### config.mk
export PLATFORM = sky130hd
export DESIGN_NAME = accumulator_update_dispatcher_flat
export DESIGN_NICKNAME = d
export VERILOG_FILES = /design/src/rtl/accumulator_update_dispatcher_if.sv /design/src/rtl/accumulator_update_dispatcher.sv /design/src/flat_wrapper.sv
export SDC_FILE = /design/constraint.sdc
export NUM_CORES = 1
export LEC_CHECK = 0
export ABC_AREA = 1
export CAP_MARGIN = 5
export CELL_PAD_IN_SITES_DETAIL_PLACEMENT = 2
export CELL_PAD_IN_SITES_GLOBAL_PLACEMENT = 2
export CORE_ASPECT_RATIO = 0.6
export CORE_MARGIN = 3
export CORE_UTILIZATION = 38
export CTS_CLUSTER_DIAMETER = 50
export DETAILED_ROUTE_END_ITERATION = 10
export GPL_TIMING_DRIVEN = 0
export PLACE_DENSITY = 0.84
export RECOVER_POWER = 50
export SLEW_MARGIN = 20
export SYNTH_ARGS = -nofsm -noshare
export SYNTH_HDL_FRONTEND = slang
export SYNTH_SLANG_ARGS = --single-unit
export TNS_END_PERCENT = 20
### constraint.sdc
create_clock -name clk -period 3.6 [get_ports clk]
set_clock_uncertainty 0.1 [all_clocks]
set_input_delay 0.72 -clock clk [delete_from_list [all_inputs] [get_ports clk]]
set_output_delay 0.72 -clock clk [all_outputs]
set_load 0.03 [all_outputs]
### src/rtl/accumulator_update_dispatcher_if.sv
// Request/issue bundle shared by the move decoder, the update dispatcher and the feature accumulator.
// The master modport is the dispatcher's view; the slave modport is the view of the decoder and accumulator.
interface accumulator_update_dispatcher_if;
  logic       in_valid;
  logic       in_ready;
  logic [6:0] in_row;
  logic       in_add;
  logic       in_player;
  logic [6:0] acc_row;
  logic       acc_add;
  logic       acc_player;
  logic       acc_trigger;
  logic       acc_finish;

  modport master (
    input  in_valid, in_row, in_add, in_player, acc_finish,
    output in_ready, acc_row, acc_add, acc_player, acc_trigger
  );

  modport slave (
    output in_valid, in_row, in_add, in_player, acc_finish,
    input  in_ready, acc_row, acc_add, acc_player, acc_trigger
  );
endinterface

### src/rtl/accumulator_update_dispatcher.sv
// Queues feature-row update requests and issues them one at a time to the feature accumulator,
// using its trigger/finish handshake, and pulses batch_done once every queued update has been applied.
module accumulator_update_dispatcher #(
  parameter int INPUT_FEATURES = 121,
  parameter int FIFO_DEPTH     = 32,
  parameter int INIT_DELAY     = 8,
  parameter int TIMEOUT        = 64
) (
  input  logic                          clk,
  input  logic                          rst_n,
  accumulator_update_dispatcher_if.master bus,
  output logic                          busy,
  output logic [$clog2(FIFO_DEPTH):0]   level,
  output logic                          batch_done,
  output logic                          err_range,
  output logic                          err_timeout,
  input  logic                          clear_err
);
  localparam int AW = $clog2(FIFO_DEPTH);
  localparam int PW = AW + 1;
  localparam int IW = $clog2(INIT_DELAY + 1);
  localparam int TW = $clog2(TIMEOUT + 1);
  localparam logic [7:0] ROW_LIMIT = 8'(INPUT_FEATURES);

  typedef enum logic [1:0] {S_INIT, S_IDLE, S_WAIT, S_GAP} state_t;

  state_t        state;
  state_t        state_nxt;
  logic [8:0]    mem [FIFO_DEPTH];
  logic [PW-1:0] wr_ptr;
  logic [PW-1:0] rd_ptr;
  logic [IW-1:0] init_cnt;
  logic [TW-1:0] tmo_cnt;
  logic          push;
  logic          store;
  logic          pop;
  logic          tmo_hit;
  logic          fifo_empty;
  logic          fifo_full;

  // Pointers carry one extra wrap bit, so their difference is the occupancy.
  assign level        = wr_ptr - rd_ptr;
  assign fifo_empty   = (level == '0);
  assign fifo_full    = (level == PW'(FIFO_DEPTH));
  assign bus.in_ready = !fifo_full;
  assign push         = bus.in_valid && !fifo_full;
  assign store        = push && ({1'b0, bus.in_row} < ROW_LIMIT);
  assign busy         = (state != S_IDLE) || !fifo_empty;

  always_ff @(posedge clk or negedge rst_n) begin
    if (!rst_n) begin
      state <= S_INIT;
    end else begin
      state <= state_nxt;
    end
  end

  always_comb begin
    state_nxt = state;
    pop       = 1'b0;
    tmo_hit   = 1'b0;
    case (state)
      S_INIT: begin
        if (init_cnt == IW'(INIT_DELAY - 1)) state_nxt = S_IDLE;
      end
      S_IDLE: begin
        if (!fifo_empty) begin
          pop       = 1'b1;
          state_nxt = S_WAIT;
        end
      end
      S_WAIT: begin
        if (bus.acc_finish) begin
          state_nxt = S_GAP;
        end else if (tmo_cnt == TW'(TIMEOUT - 1)) begin
          tmo_hit   = 1'b1;
          state_nxt = S_GAP;
        end
      end
      S_GAP:   state_nxt = S_IDLE;
      default: state_nxt = S_INIT;
    endcase
  end

  always_ff @(posedge clk or negedge rst_n) begin
    if (!rst_n) begin
      for (int i = 0; i < FIFO_DEPTH; i++) mem[i] <= '0;
    end else if (store) begin
      mem[wr_ptr[AW-1:0]] <= {bus.in_row, bus.in_add, bus.in_player};
    end
  end

  // acc_* only load on the pop edge, so they stay stable for the whole update.
  always_ff @(posedge clk or negedge rst_n) begin
    if (!rst_n) begin
      wr_ptr          <= '0;
      rd_ptr          <= '0;
      init_cnt        <= '0;
      tmo_cnt         <= '0;
      bus.acc_row     <= '0;
      bus.acc_add     <= 1'b0;
      bus.acc_player  <= 1'b0;
      bus.acc_trigger <= 1'b0;
      batch_done      <= 1'b0;
      err_range       <= 1'b0;
      err_timeout     <= 1'b0;
    end else begin
      if (store) wr_ptr <= wr_ptr + PW'(1);
      if (pop) begin
        rd_ptr <= rd_ptr + PW'(1);
        {bus.acc_row, bus.acc_add, bus.acc_player} <= mem[rd_ptr[AW-1:0]];
        tmo_cnt <= '0;
      end else if (state == S_WAIT) begin
        tmo_cnt <= tmo_cnt + TW'(1);
      end
      if (state == S_INIT) init_cnt <= init_cnt + IW'(1);
      bus.acc_trigger <= pop;
      batch_done      <= (state == S_GAP) && fifo_empty && !push;
      if (clear_err) begin
        err_range   <= 1'b0;
        err_timeout <= 1'b0;
      end else begin
        if (push && !store) err_range <= 1'b1;
        if (tmo_hit) err_timeout <= 1'b1;
      end
    end
  end
endmodule

### src/flat_wrapper.sv
// flat-port wrapper written by rule: the top's interface ports become plain ports
module accumulator_update_dispatcher_flat 
#(
  parameter int INPUT_FEATURES = 121,
  parameter int FIFO_DEPTH     = 32,
  parameter int INIT_DELAY     = 8,
  parameter int TIMEOUT        = 64
)
  (clk, rst_n, busy, level, batch_done, err_range, err_timeout, clear_err, bus_in_valid, bus_in_row, bus_in_add, bus_in_player, bus_acc_finish, bus_in_ready, bus_acc_row, bus_acc_add, bus_acc_player, bus_acc_trigger);
  accumulator_update_dispatcher_if bus_i ();
  input  logic clk;
  input  logic rst_n;
  output logic busy;
  output logic [$clog2(FIFO_DEPTH):0] level;
  output logic batch_done;
  output logic err_range;
  output logic err_timeout;
  input  logic clear_err;
  input wire logic [$bits(bus_i.in_valid)-1:0] bus_in_valid;
  input wire logic [$bits(bus_i.in_row)-1:0] bus_in_row;
  input wire logic [$bits(bus_i.in_add)-1:0] bus_in_add;
  input wire logic [$bits(bus_i.in_player)-1:0] bus_in_player;
  input wire logic [$bits(bus_i.acc_finish)-1:0] bus_acc_finish;
  output wire logic [$bits(bus_i.in_ready)-1:0] bus_in_ready;
  output wire logic [$bits(bus_i.acc_row)-1:0] bus_acc_row;
  output wire logic [$bits(bus_i.acc_add)-1:0] bus_acc_add;
  output wire logic [$bits(bus_i.acc_player)-1:0] bus_acc_player;
  output wire logic [$bits(bus_i.acc_trigger)-1:0] bus_acc_trigger;
  assign bus_i.in_valid = bus_in_valid;
  assign bus_i.in_row = bus_in_row;
  assign bus_i.in_add = bus_in_add;
  assign bus_i.in_player = bus_in_player;
  assign bus_i.acc_finish = bus_acc_finish;
  assign bus_in_ready = bus_i.in_ready;
  assign bus_acc_row = bus_i.acc_row;
  assign bus_acc_add = bus_i.acc_add;
  assign bus_acc_player = bus_i.acc_player;
  assign bus_acc_trigger = bus_i.acc_trigger;
  accumulator_update_dispatcher #(.INPUT_FEATURES(INPUT_FEATURES), .FIFO_DEPTH(FIFO_DEPTH), .INIT_DELAY(INIT_DELAY), .TIMEOUT(TIMEOUT)) u_core (.clk(clk), .rst_n(rst_n), .bus(bus_i), .busy(busy), .level(level), .batch_done(batch_done), .err_range(err_range), .err_timeout(err_timeout), .clear_err(clear_err));
endmodule
==> metrics, run 1 <==
vias in the first global route=19800; final WL=85100 um; Starting Density=0.390; Seq/Total Area, Yosys=0.460; Area Growth Syn to Fin=14.0%; max_slew headroom=-0.554; Static Leakage=9.83 nW; Setup Viol. Count Final=0; share of layout cells above drive strength 1=0.0845; global-route wire length before repair=129000 um; setup ws final=0.0703 ns; hold crit path type=reg2reg; Layout Cells excl Fill=2962; FP Rows=60; DIE AREA=0.0494 mm^2; max_cap viols=1; Multi-input gate area=0.00802 mm^2; Synth top area share=0.460; DP HPWL=59300 um; most instantiated library cell after synthesis=nand2_1; Post-synth top cells=800 x nand2_1, 326 x dfrtp_1, 293 x nand4_1, 180 x inv_1, 125 x nand3_1; mean number of vias per cell=6.16; fin nets=2349; Total GRT Usage=0.343; Tot Pwr=19.5 mW; Final Max Tran Viols=81; Antenna Cells=0; RSZ-0062 raised after global routing=true; clock share of power=0.205; Tcrit/Tclk final=0.980; status=finished with violations; startpoint types=register; Sequential Power Share=0.311; asr flop ratio synth=1.00; DR iter-0 viols=1984; Clock Tree Buf Depth=3; Final Wtd Congestion=0.907; combinational power share=0.484; Core Region=0.0454 mm^2; Psw=9.45 mW; Yosys top cell by area=dfrtp_1; Int Pwr=10.1 mW; Mapped Area=0.0177 mm^2; DR WL/cell=28.7 um; Worst Path Class, Setup=reg2out; CP max FO=10; input/output buffers=26; Worst R2R Start=u_core.rd_ptr[0]; via count=18200; Place WS=-0.974 ns; total CTS buffers=38; Netlist cell types=31; synthesis-stage register bit count=326; Post-synth EDFFs=0; maximum vdd drop=0.363 mV; IO Pins=35; slowest CP cell=dfrtp_1; Most used DFF post-synth=dfrtp_1; ranking of synthesized cells by area=dfrtp_1 46%, nand2_1 17%, nand4_1 10%; drt drc=0; Routed Antenna Nets=0; setup_tns=0 ns; Syn. warnings=0; Worst-Skew Late Latency=0.56 ns; CTS clk-pin slew, worst paths=0.06 ns; initial antenna violation count=1; Cells after Synth=2245; Fmax achieved=0.283 GHz; Sw Ratio=0.484; violated checks=capacitance limit, slew limit; minimum clock period=3.53 ns; Worst Max-Slew Pin Slew=2.33 ns; clk sinks=326; fillers=5181; post-placement cell count=2894; FF/Latch Area=0.00816 mm^2; syn avg cell area=7.90 um^2; Die Ht=173 um; Setup crit end kind=output port; critical path required time=2.78 ns; Max H-tree Level=2; worst hold slack=0.384 ns; critical path's largest stage delay=0.40 ns; router iterations before antenna repair=5; CTS tree=yes; worst hold start=u_core.mem[275]; Die Width=285 um; Fin. Hold Viols=0; CTS root buf=clkbuf_16; Arr. time, crit path=2.71 ns; CP startpoint=u_core.rd_ptr[2]; post-synth net total=2276; power per cell area=966 mW/mm^2; global route overflow=0; largest net degree at the start of global routing=92; worst path cell trace=inv_1, buf_8, buf_8, ha_4, inv_1, nand2_1, nand2_1, nor2_1, nand3_2, nor2_4, buf_12, nand2_8, buf_2
[final cells by class]
class	count	share of cell area
buffer	170	0.0457
clock buffer	53	0.0569
clock inverter	11	0.00439
inverter	185	0.0349
multi-input combinational	1558	0.397
sequential	326	0.404
tap	620	0.0384
timing repair buffer	39	0.0196
[worst paths after layout]
path                            slack, ns  depth (start not counted)              end
worst max-delay path                 0.07                         13     bus_in_ready
worst min-delay path                 0.38                          2  u_core.mem[275]
worst max register to register       0.12                         15   u_core.mem[25]
worst min register to register       0.38                          2  u_core.mem[275]
max in group asynchronous            0.58                          3  u_core.mem[221]
min in group asynchronous            0.78                          1   u_core.mem[97]
[power by group through the flow]
stage | logic [mW] | registers (mW) | clock network, mW
CTS | 9.08 | 6.03 | 4.03
finish | 9.45 | 6.08 | 4.01
global placement | 8.39 | 5.94 | 0
detailed placement | 8.87 | 6.04 | 0
global route | 10.2 | 6.22 | 4.20
floorplan | 5.33 | 5.81 | 0
[timing repair]
action                                 4_1_cts  5_1_grt
resized for setup                           31        9
endpoints found under the hold margin        0        0
setup endpoints to repair                  298       48
hold buffers                                 0        0
buffers inserted                             4        6
pin swaps                                    2        1
[registers in the layout, indices dropped and copies added, names as in the netlist]
| signal | count |
|---|---|
| u_core.batch_done | 1 |
| u_core.bus.acc_add | 1 |
| u_core.bus.acc_player | 1 |
| u_core.bus.acc_row | 7 |
| u_core.bus.acc_trigger | 1 |
| u_core.err_range | 1 |
| u_core.err_timeout | 1 |
| u_core.init_cnt | 4 |
| u_core.mem | 288 |
| u_core.rd_ptr | 6 |
| u_core.state | 2 |
| u_core.tmo_cnt | 7 |
| u_core.wr_ptr | 6 |
[cell families (layout without fill, tap and decap cells)]
logic type / after synthesis / in the layout / synth area share
simple gates: 1306 / 1306 / 0.354
buf+inv: 361 / 458 / 0.0916
xor+xnor: 13 / 13 / 0.00642
compound gates: 222 / 222 / 0.0761
fa+ha+maj: 17 / 17 / 0.0124
flops: 326 / 326 / 0.460
[per-stage QoR]
stage,util,instance area [um^2]
after floorplan,-,17700
after global placement,0.413,18800
after detailed placement,0.415,18900
after CTS,0.444,20200
after global routing,0.445,20200
final,0.445,20200
[per-layer routing]
metal  vias to the layer above  routed length (um)  GRT usage
met5                         -                   7          0
met1                      9527               37400      0.476
met3                       198                8710      0.113
met2                       782               35800      0.498
li1                       7735                   -          -
met4                         2                3230      0.125
[worst max-delay path: cells and delay by family (launching register included)]
kind	cells	cell delay, ns
buf+inv	6	0.79
simple gates	6	0.64
flops	1	0.40
fa+ha+maj	1	0.31
[placed cells by master (no fill, tap or decap), types with 3 or more instances in the layout]
cell type,synthesis,routed
a21oi_1,61,60
buf_1,34,33
buf_2,36,36
buf_4,3,13
buf_6,28,28
clkbuf_1,73,72
clkbuf_16,0,41
clkbuf_2,2,3
clkbuf_8,0,8
clkdlybuf4s50_1,0,17
clkinv_2,0,7
clkinvlp_4,0,5
dfrtp_1,326,323
dfrtp_2,0,3
dlygate4sd3_1,0,3
ha_1,16,15
inv_1,180,177
inv_2,5,5
nand2_1,800,799
nand3_1,125,123
nand4_1,293,293
nand4_2,12,10
nand4_4,20,22
nor2_1,48,48
o211ai_1,92,92
o21ai_0,58,58
o21ai_1,8,8
xnor2_1,4,4
xor2_1,9,9
Note: power is estimated with default switching activity, not from simulation.
==> run 2: changes to the inputs <==
--- a/config.mk
+++ b/config.mk
@@ -10,12 +10,12 @@
 export CELL_PAD_IN_SITES_DETAIL_PLACEMENT = 2
 export CELL_PAD_IN_SITES_GLOBAL_PLACEMENT = 2
 export CORE_ASPECT_RATIO = 0.6
-export CORE_MARGIN = 3
-export CORE_UTILIZATION = 38
+export CORE_UTILIZATION = 35
+export CTS_BUF_LIST = sky130_fd_sc_hd__clkbuf_8
 export CTS_CLUSTER_DIAMETER = 50
 export DETAILED_ROUTE_END_ITERATION = 10
 export GPL_TIMING_DRIVEN = 0
-export PLACE_DENSITY = 0.84
+export PLACE_DENSITY = 0.78
 export RECOVER_POWER = 50
 export SLEW_MARGIN = 20
 export SYNTH_ARGS = -nofsm -noshare
==> run 2 against run 1 <==
Net effect:
- the flow now finishes without violations
- power fell by 1.6%
- utilization fell by 3.7 points
- worst setup slack improved by 0.027 ns
- global-route usage fell by 1.7 points
- largest cell class unchanged
==> metrics, run 2 (synthesized netlist as in run 1, its figures left out) <==
total CTS buffers=54 (+42%); Layout Cells excl Fill=3032 (+2.4%); status=completed; max FFs per register=288 (unchanged); DP Area=0.0189 mm^2 (+0.34%); global-route wire length before repair=125000 um (-2.6%); most frequent cells in the layout=799 x nand2_1, 322 x dfrtp_1, 293 x nand4_1, 193 x inv_1, 123 x nand3_1; startpoint types=register; Static Leakage=9.92 nW (+0.92%); post-placement cell count=2925 (+1.1%); power per cell area=948 mW/mm^2 (-1.8%); Routed Antenna Nets=0 (unchanged); most common cell after layout, fill and taps aside=nand2_1; CTS root buf=clkbuf_8; critical path's largest stage delay=0.44 ns (+0.04 ns); largest net degree at the start of global routing=94 (+2.2%); setup_tns=0 ns (unchanged); DR iter-0 viols=1869 (-5.8%); Arr. time, crit path=2.68 ns (-0.03 ns); Clock Tree Buf Depth=3 (unchanged); FF/Latch Area=0.00816 mm^2 (about the same); Largest Register=u_core.mem; Setup Viol. Count Final=0 (unchanged); Antenna Cells=0 (unchanged); fin area=0.0203 mm^2 (+0.20%); Multi-input gate area=0.00800 mm^2 (-0.25%); maximum vdd drop=0.357 mV (-1.6%); Die Ht=176 um (+1.7%); Starting Density=0.357 (-0.0334); DR WL/cell=27.7 um (-3.8%); input/output buffers=26 (unchanged); Fmax achieved=0.285 GHz (+0.76%); Total GRT Usage=0.326 (-0.0168); biggest registers after layout=u_core.mem x288, u_core.bus.acc_row x7, u_core.tmo_cnt x7; global route overflow=0 (unchanged); CP bufs+invs=4 (-2); Setup crit end kind=output port; CTS clk-pin slew, worst paths=0.07 ns (about the same); Area Growth Syn to Fin=14.2%; fillers=5736 (+11%); delay-heaviest family, CP=simple AND/OR/NAND/NOR gates; final WL=83800 um (-1.5%); max_cap viols=0 (-1); Die Width=293 um (+2.7%); DP HPWL=59800 um (+0.79%); DIE AREA=0.0516 mm^2 (+4.5%); Tcrit/Tclk final=0.973 (-0.00739); drt drc=0 (unchanged); worst hold slack=0.376 ns (-0.00819 ns); Max H-tree Level=2 (unchanged); Fin. Hold Viols=0 (unchanged); initial antenna violation count=1 (unchanged); Worst Path Class, Setup=reg2out; critical path required time=2.78 ns (about the same); Final Wtd Congestion=0.893 (-1.5%); RSZ-0062 raised after global routing=true; slowest CP cell=dfrtp_2; CTS tree=yes; vias in the first global route=18900 (-4.2%); share of layout cells above drive strength 1=0.0957 (+0.0112); Final Max Tran Viols=0 (-100%); Worst-Skew Late Latency=0.65 ns (+0.09 ns); CP max FO=9 (-1); Worst Max-Slew Pin Slew=1.45 ns (-0.880 ns); mean number of vias per cell=6.03 (-2.1%); final core utilization=0.408 (-0.0372); max_slew headroom=0.0327 (+0.586); FP Rows=63 (+5.0%); fin nets=2370 (+0.89%); IO Pins=35 (unchanged); router iterations before antenna repair=7 (+2); minimum clock period=3.50 ns (-0.0266 ns); worst path cell trace=buf_6, clkinvlp_4, ha_1, nand3_1, nand2_1, nand2_1, nand3_1, nor2_4, buf_12, nand2_8, buf_4; clk sinks=326 (unchanged); hold crit path type=reg2reg; Core Region=0.0497 mm^2 (+9.3%); via count=18300 (+0.26%)
==> run 2: power by group <==
group | internal, mW | switching [mW] | total (mW)
logic | 2.72 | 6.71 | 9.44
registers | 5.09 | 0.956 | 6.04
clock network | 2.01 | 1.73 | 3.74
==> run 2: worst paths after layout <==
| path | start | endpoint | slack [ns] | depth (start not counted) |
|---|---|---|---|---|
| worst min register to register | u_core.init_cnt[3] | u_core.init_cnt[3] | 0.38 | 1 |
| worst max-delay path | u_core.rd_ptr[1] | bus_in_ready | 0.1 | 11 |
| worst max register to register | u_core.rd_ptr[0] | u_core.mem[24] | 0.25 | 15 |
| max in group asynchronous | rst_n | u_core.mem[192] | 0.47 | 5 |
| worst min-delay path | u_core.init_cnt[3] | u_core.init_cnt[3] | 0.38 | 1 |
| min in group asynchronous | rst_n | u_core.mem[105] | 0.46 | 2 |
==> run 2: area by class of cell <==
| type | count | share of cell area |
|---|---|---|
| inverters | 185 | 0.0348 |
| plain buffers | 169 | 0.0453 |
| clock buffers | 76 | 0.0516 |
| multi-input cells | 1558 | 0.395 |
| flip-flops and latches | 326 | 0.403 |
| clock inverters | 23 | 0.00741 |
| repair buffers | 45 | 0.0231 |
| well taps | 650 | 0.0401 |
==> run 2: metal layers <==
metal / wire, um / track usage
met3: 6800 / 0.0578
met1: 39800 / 0.492
met4: 2150 / 0.0892
met5: 10 / 0
met2: 35100 / 0.474
==> run 2: timing repair <==
item                                   4_1_cts  5_1_grt
pin swaps                                    2        3
setup endpoints to repair                  306        3
setup buffers                                6        8
endpoints found under the hold margin       43        0
hold buffers                                 1        0
gates resized for setup                     31       14
==> run 2: per-stage QoR <==
| step | worst slack (ns) | power (mW) |
|---|---|---|
| 3_5_place_dp | -1.01 | 14.9 |
| 2_1_floorplan | 0.452 | 11.1 |
| 3_3_place_gp | -13.84 | 14.4 |
| 6_report | 0.0969 | 19.2 |
| 5_1_grt | -0.0175 | 20.2 |
| 4_1_cts | -0.0185 | 18.9 |
==> run 3: changes to the inputs <==
--- a/config.mk
+++ b/config.mk
@@ -10,12 +10,12 @@
 export CELL_PAD_IN_SITES_DETAIL_PLACEMENT = 2
 export CELL_PAD_IN_SITES_GLOBAL_PLACEMENT = 2
 export CORE_ASPECT_RATIO = 0.6
-export CORE_UTILIZATION = 35
+export CORE_UTILIZATION = 39
 export CTS_BUF_LIST = sky130_fd_sc_hd__clkbuf_8
 export CTS_CLUSTER_DIAMETER = 50
 export DETAILED_ROUTE_END_ITERATION = 10
 export GPL_TIMING_DRIVEN = 0
-export PLACE_DENSITY = 0.78
+export PLACE_DENSITY = 0.86
 export RECOVER_POWER = 50
 export SLEW_MARGIN = 20
 export SYNTH_ARGS = -nofsm -noshare
==> run 3 against run 2 <==
Net effect:
- global-route usage rose by 3.9 points
- final cell count fell by 2.0%
- largest power group unchanged
- wire length rose by 1.9%
- the flow now finishes with violations (capacitance limit, slew limit, setup timing)
- register-to-register slack improved by 0.19 ns
- clock power rose by 5%
==> metrics, run 3 (synthesized netlist as in run 1, its figures left out) <==
mean number of vias per cell=6.29 (+4.2%); global-route wire length before repair=128000 um (+2.0%); worst hold start=u_core.mem[245]; critical path's largest stage delay=0.43 ns (about the same); Area Growth Syn to Fin=14.0%; Fin. Hold Viols=0 (unchanged); Tcrit/Tclk final=1.00 (+0.0306); Worst Hold End=u_core.mem[245]; fin nets=2368 (-0.084%); slowest CP cell=dfrtp_2; Max H-tree Level=2 (unchanged); maximum vdd drop=0.384 mV (+7.6%); Fmax achieved=0.277 GHz (-3.0%); via count=18700 (+2.1%); largest net degree at the start of global routing=93 (-1.1%); max FFs per register=288 (unchanged); Setup Viol. Count Final=1 (+1); DR WL/cell=28.8 um (+4.0%); drt drc=0 (unchanged); Antenna Cells=0 (unchanged); CTS root buf=clkbuf_8; worst hold slack=0.385 ns (+0.00877 ns); vias in the first global route=19800 (+4.4%); Setup crit end kind=output port; max_cap viols=1 (+1); Arr. time, crit path=2.79 ns (+0.11 ns); minimum clock period=3.61 ns (+0.110 ns); CTS tree=yes; Routed Antenna Nets=0 (unchanged); Largest Register=u_core.mem; initial antenna violation count=1 (unchanged); share of layout cells above drive strength 1=0.100 (+0.00424); Hold Crit Depth=2 (+1); DR iter-0 viols=2078 (+11%); critical path required time=2.78 ns (about the same); status=finished with violations; most frequent cells in the layout=800 x nand2_1, 321 x dfrtp_1, 293 x nand4_1, 184 x inv_1, 123 x nand3_1; worst path cell trace=buf_4, clkinvlp_4, ha_1, nand2_1, nor2_1, nand2_1, nand3_1, nand2_1, nand2_2, inv_1, nand3_4, buf_4; Worst R2R Start=u_core.rd_ptr[0]; Final Max Tran Viols=54 (+54); IO Pins=35 (unchanged); startpoint types=register; clk sinks=326 (unchanged); DP HPWL=58900 um (-1.6%); CP max FO=9 (unchanged); Total GRT Usage=0.365 (+0.0392); violated checks=capacitance limit, slew limit, setup timing; Worst Path Class, Setup=reg2out; max_slew headroom=-0.0214 (-0.0541); RR Endpoint=u_core.bus.acc_row[5]; Worst R2R Setup Slack=0.44 ns (+0.19 ns); biggest registers after layout=u_core.mem x288, u_core.bus.acc_row x7, u_core.tmo_cnt x7; DIE AREA=0.0464 mm^2 (-10%); global route overflow=0 (unchanged); Clock Tree Buf Depth=3 (unchanged); input/output buffers=26 (unchanged); final core utilization=0.451 (+0.0433); Worst-Skew Late Latency=0.66 ns (about the same); CP most frequent cell=nand2_1; Final Wtd Congestion=0.935 (+4.7%); CTS clk-pin slew, worst paths=0.07 ns (about the same); cell count of the worst reg-to-reg path=12 (-3); Static Leakage=9.91 nW (about the same); power per cell area=963 mW/mm^2 (+1.6%); hold crit path type=reg2reg; most common cell after layout, fill and taps aside=nand2_1; setup ws final=-0.0133 ns (-0.110 ns); Worst Max-Slew Pin Slew=1.53 ns (+0.0811 ns); total CTS buffers=54 (unchanged); FP Rows=60 (-4.8%); Die Width=277 um (-5.2%); final WL=85400 um (+1.9%); Core Region=0.0448 mm^2 (-9.8%); Die Ht=167 um (-5.2%); router iterations before antenna repair=5 (-2); Starting Density=0.396 (+0.0386)
==> run 3: layout make-up <==
| type | count | area (um^2) |
|---|---|---|
| timing repair buffer | 43 | 440 |
| clock inverter | 20 | 166 |
| clock buffer | 80 | 1100 |
| tap | 589 | 737 |
| inverter | 185 | 706 |
| fill | 4993 | 24600 |
| sequential | 326 | 8160 |
| multi-input combinational | 1558 | 8000 |
| buffer | 169 | 913 |
==> run 3: layer usage <==
metal | vias up | part of all wire | GRT usage
met4 | 0 | 0.042 | 0.146
met5 | - | 0 | 0
met2 | 935 | 0.42 | 0.536
met1 | 9731 | 0.44 | 0.526
li1 | 7770 | - | -
met3 | 234 | 0.093 | 0.0723
==> run 3: worst max-delay path by stage <==
stage | from | endpoint | slack (ns) | depth (start not counted)
6_report | u_core.rd_ptr[1] | busy | -0.01 | 12
5_1_grt | u_core.rd_ptr[1] | busy | -0.11 | 12
4_1_cts | u_core.wr_ptr[0] | bus_in_ready | -0.08 | 9
3_5_place_dp | u_core.rd_ptr[2] | bus_in_ready | -0.94 | 12
3_3_place_gp | rst_n | u_core.mem[146] | -13.40 | 1
2_1_floorplan | u_core.rd_ptr[2] | bus_in_ready | 0.45 | 12
==> run 3: through the flow <==
step,cell area (um^2),setup slack [ns],cells,setup TNS (ns),power (mW)
after floorplan,17700,0.452,2245,0,11.1
after detailed placement,18800,-0.937,2864,-27.08,14.9
final,20200,-0.0133,2970,-0.0133,19.5
after global placement,18700,-13.40,2860,-4351.09,14.3
after global routing,20200,-0.106,2970,-0.106,20.3
after CTS,20200,-0.0781,2963,-0.137,19.0
==> run 3: timing repair <==
action	in CTS	in global routing
buffers inserted	5	7
cloned	0	0
endpoints found under the setup margin	309	4
hold buffers	1	0
endpoints found under the hold margin	53	0
pin swaps	2	3
gates resized for setup	31	13
==> run 3: worst max-delay path, delay by kind of cell, from the launching register on <==
family,cells,cell delay (ns)
flops,1,0.43
buf+inv,4,0.65
fa+ha+maj,1,0.32
simple gates,7,0.73
==> run 3: where the power goes <==
part / leakage (nW) / switching [mW] / internal [mW]
clock network: 0.693 / 1.76 / 2.17
logic: 4.94 / 6.80 / 2.68
registers: 4.29 / 0.997 / 5.09
total: 9.91 / 9.55 / 9.93
==> patch: new RTL, config.mk and constraints of run 1 <==
`INPUT_FEATURES` is set to 121 in 2 places; all go to 90.
--- a/src/rtl/accumulator_update_dispatcher.sv
+++ b/src/rtl/accumulator_update_dispatcher.sv
@@ -2,5 +2,5 @@
 // using its trigger/finish handshake, and pulses batch_done once every queued update has been applied.
 module accumulator_update_dispatcher #(
-  parameter int INPUT_FEATURES = 121,
+  parameter int INPUT_FEATURES = 90,
   parameter int FIFO_DEPTH     = 32,
   parameter int INIT_DELAY     = 8,
--- a/src/flat_wrapper.sv
+++ b/src/flat_wrapper.sv
@@ -2,5 +2,5 @@
 module accumulator_update_dispatcher_flat 
 #(
-  parameter int INPUT_FEATURES = 121,
+  parameter int INPUT_FEATURES = 90,
   parameter int FIFO_DEPTH     = 32,
   parameter int INIT_DELAY     = 8,
Behaviour: not the same (a bounded check fails within 4 cycles, from zero or initial values and one cycle with rst_n low).
==> patch against run 1 <==
- the flow finishes with violations (max-capacitance violations, max-slew violations, negative setup slack)
- synthesized area is 5.2% lower
- first-iteration DRC count up 8.8%
- cell area is 5.0% lower
- total power fell by 7.8%
- global-route usage up 1.2 points
- largest power group unchanged
- sequential cell count did not move
- wire length fell by 0.38%
- critical path type is now reg2reg
- worst setup slack lost 0.14 ns
==> patch: results (changes against run 1) <==
* Share of layout cells above drive strength 1 at 6.307% (was 8.454%)
* Hold/Removal Path Class: reg2reg (unchanged)
* Hold path start: u_core.mem[15] (was u_core.mem[275])
* FILL cells at 4,999 (was 5,181)
* Met2 GRT Util at 50.99% (was 49.76%)
* DP HPWL at 58,810 um (was 59,320 um)
* Setup WS post-layout at -0.07306 ns (was 0.07026 ns)
* Final wirelength at 84,780 um (was 85,110 um)
* Status: finished, violations left (unchanged)
* Max clock buf depth at 3 (unchanged)
* Ys async rst share at 100.0% (unchanged)
* Placed instance area at 17,900 sq um (was 18,860 sq um)
* TritonRoute pass-1 iters at 6 (was 5)
* First-pass GRT wire length at 125,000 um (was 128,700 um)
* Average size of a mapped cell at 7.639 sq um (was 7.900 sq um)
* Vias/cell at 6.332 (was 6.159)
* Nets at 2,309 (was 2,349)
* WHS Path Cells at 2 (unchanged)
* Initial antenna violation count at 2 (was 1)
* Syn Nets at 2,233 (was 2,276)
* Relative slew slack at -46.19% (was -55.38%)
* GRT Total Usage at 35.52% (was 34.27%)
* Top cells by area, synth: dfrtp_1, nand2_1, nand4_1 (unchanged)
* Worst-path clk slew at 0.06 ns (about the same)
* Pin count of the biggest net entering global routing at 96 (was 92)
* Setup TNS at -0.1736 ns (was 0 ns)
* Met1 Track Usage GR at 51.82% (was 47.60%)
* Vias in the first global route at 18,730 (was 19,770)
* Static leakage at 9.451 nW (was 9.828 nW)
* Routability congestion estimate at 1.000 (was 0.9065)
* Clk root buf: clkbuf_16 (unchanged)
* Largest regs: u_core.mem (288), u_core.bus.acc_row (7), u_core.tmo_cnt (7) (unchanged)
* Distinct cells, synth at 27 (was 31)
* R2R Path End: u_core.bus.acc_row[3] (was u_core.mem[25])
* Synth Warn # at 0 (unchanged)
* # Max-Cap Violations at 1 (unchanged)
* Hold Path Sink: u_core.mem[15] (was u_core.mem[275])
* Worst Reg-to-Reg Cells at 12 (was 15)
* Failing checks: max-capacitance violations, max-slew violations, negative setup slack (was max-capacitance violations, max-slew violations)
* TritonCTS buffer count at 37 (was 38)
* Most instantiated cells after synthesis: nand2_1, dfrtp_1, nand4_1 (unchanged)
* # setup viols final at 3 (was 0)
* First DRT Iteration DRCs at 2,159 (was 1,984)
* Non-Filler Instances at 2,879 (was 2,962)
* Slew Viols, Final at 78 (was 81)
* # port buffers at 27 (was 26)
* Peak VDD IR at 0.3566 mV (was 0.3630 mV)
* Later-pin clock latency in the skew report at 0.55 ns
* Crit path max fanout at 10 (unchanged)
* H-tree levels at 2 (unchanged)
* Sequential area share after synthesis at 48.50% (was 46.00%)
* GRT met3 Usage at 9.305% (was 11.30%)
* Crit path DAT at 4.05 ns (was 2.71 ns)
* # placed instances at 2,811 (was 2,894)
* Hold slack final at 0.3774 ns (was 0.3841 ns)
patch: changes by cell type after synthesis, moves of 28 or more:
cell	delta
nor2_1	+216
o21ai_0	+92
o211ai_1	-37
buf_6	-28
clkbuf_1	+43
a21oi_1	-36
inv_1	-123
nand2_1	-64
nand4_1	+31
nand3_1	-73
patch: cell type report:
cell class,count,area (sq um),share of cell area (%)
inverters,61,244.0,1.270
diodes,1,2.502,0.01302
clock inverters,11,127.6,0.6642
multi-input cells,1643,7785,40.52
clock buffers,49,1051,5.470
repair buffers,42,420.4,2.188
flip-flops and latches,326,8164,42.49
well taps,579,724.4,3.771
plain buffers,167,694.4,3.614
patch: logic make-up (layout without fill, tap and decap cells):
group                      after synthesis  count (layout)  synth area share, %
xor gates and xnor gates                12              12               0.6248
buffers and inverters                  233             330                5.571
and+or+nand+nor                       1381            1381                36.13
other                                    0               1                    0
AOI/OAI and AO/OA                      232             232                7.803
muxes                                    1               1              0.06694
DFF                                    326             326                48.50
adders and majority gates               17              17                1.309
patch: critical path, stage by stage (launching register included):
cell	delay [ns]
dfrtp_2	0.39
buf_4	0.17
buf_2	0.24
buf_2	0.38
clkbuf_1	0.86
o211ai_1	0.30
o21ai_0	0.28
nand2_1	0.11
nand2_1	0.13
nor2_1	0.12
nand2_1	0.23
nand3_1	0.18
nand2_1	0.09
patch: how the worst max path moves through the flow:
stage | cells after the start | from | to
finish | 12 | u_core.rd_ptr[0] | u_core.bus.acc_row[3]
global route | 10 | u_core.wr_ptr[0] | busy
CTS | 10 | u_core.rd_ptr[4] | bus_in_ready
detailed placement | 13 | u_core.rd_ptr[1] | bus_in_ready
global placement | 1 | rst_n | u_core.mem[31]
floorplan | 10 | u_core.rd_ptr[3] | bus_in_ready
patch: what timing repair did:
action / in CTS / in global routing
setup buffers: 7 / 5
gates resized for setup: 21 / 18
setup endpoints to repair: 321 / 29
pin swaps: 1 / 2
patch: where the power goes:
| group | total (mW) | switching (mW) | leakage (nW) | internal, mW |
|---|---|---|---|---|
| Sequential | 5.47 | 0.756 | 4.38 | 4.72 |
| Clock | 3.90 | 1.70 | 0.572 | 2.20 |
| Combinational | 8.64 | 6.40 | 4.50 | 2.25 |
| Total | 18.0 | 8.85 | 9.45 | 9.16 |
patch: per-stage QoR:
stage / worst slack [ns] / utilization (%) / total power [mW]
floorplan: 0.6544 / - / 9.818
global placement: -13.35 / 40.90 / 12.87
detailed placement: -1.059 / 41.11 / 13.34
CTS: -0.1001 / 43.94 / 17.46
global route: -0.05766 / 44.11 / 18.83
finish: -0.07306 / 44.11 / 18.01
patch: routing by layer:
metal  part of all wire, %  routed length [um]  vias up
li1                      -                   -     7622
met1                    44               37470     9437
met2                    41               34980      963
met3                    11                9150      204
met4                   3.7                3159        4
met5                 0.035                  30        -
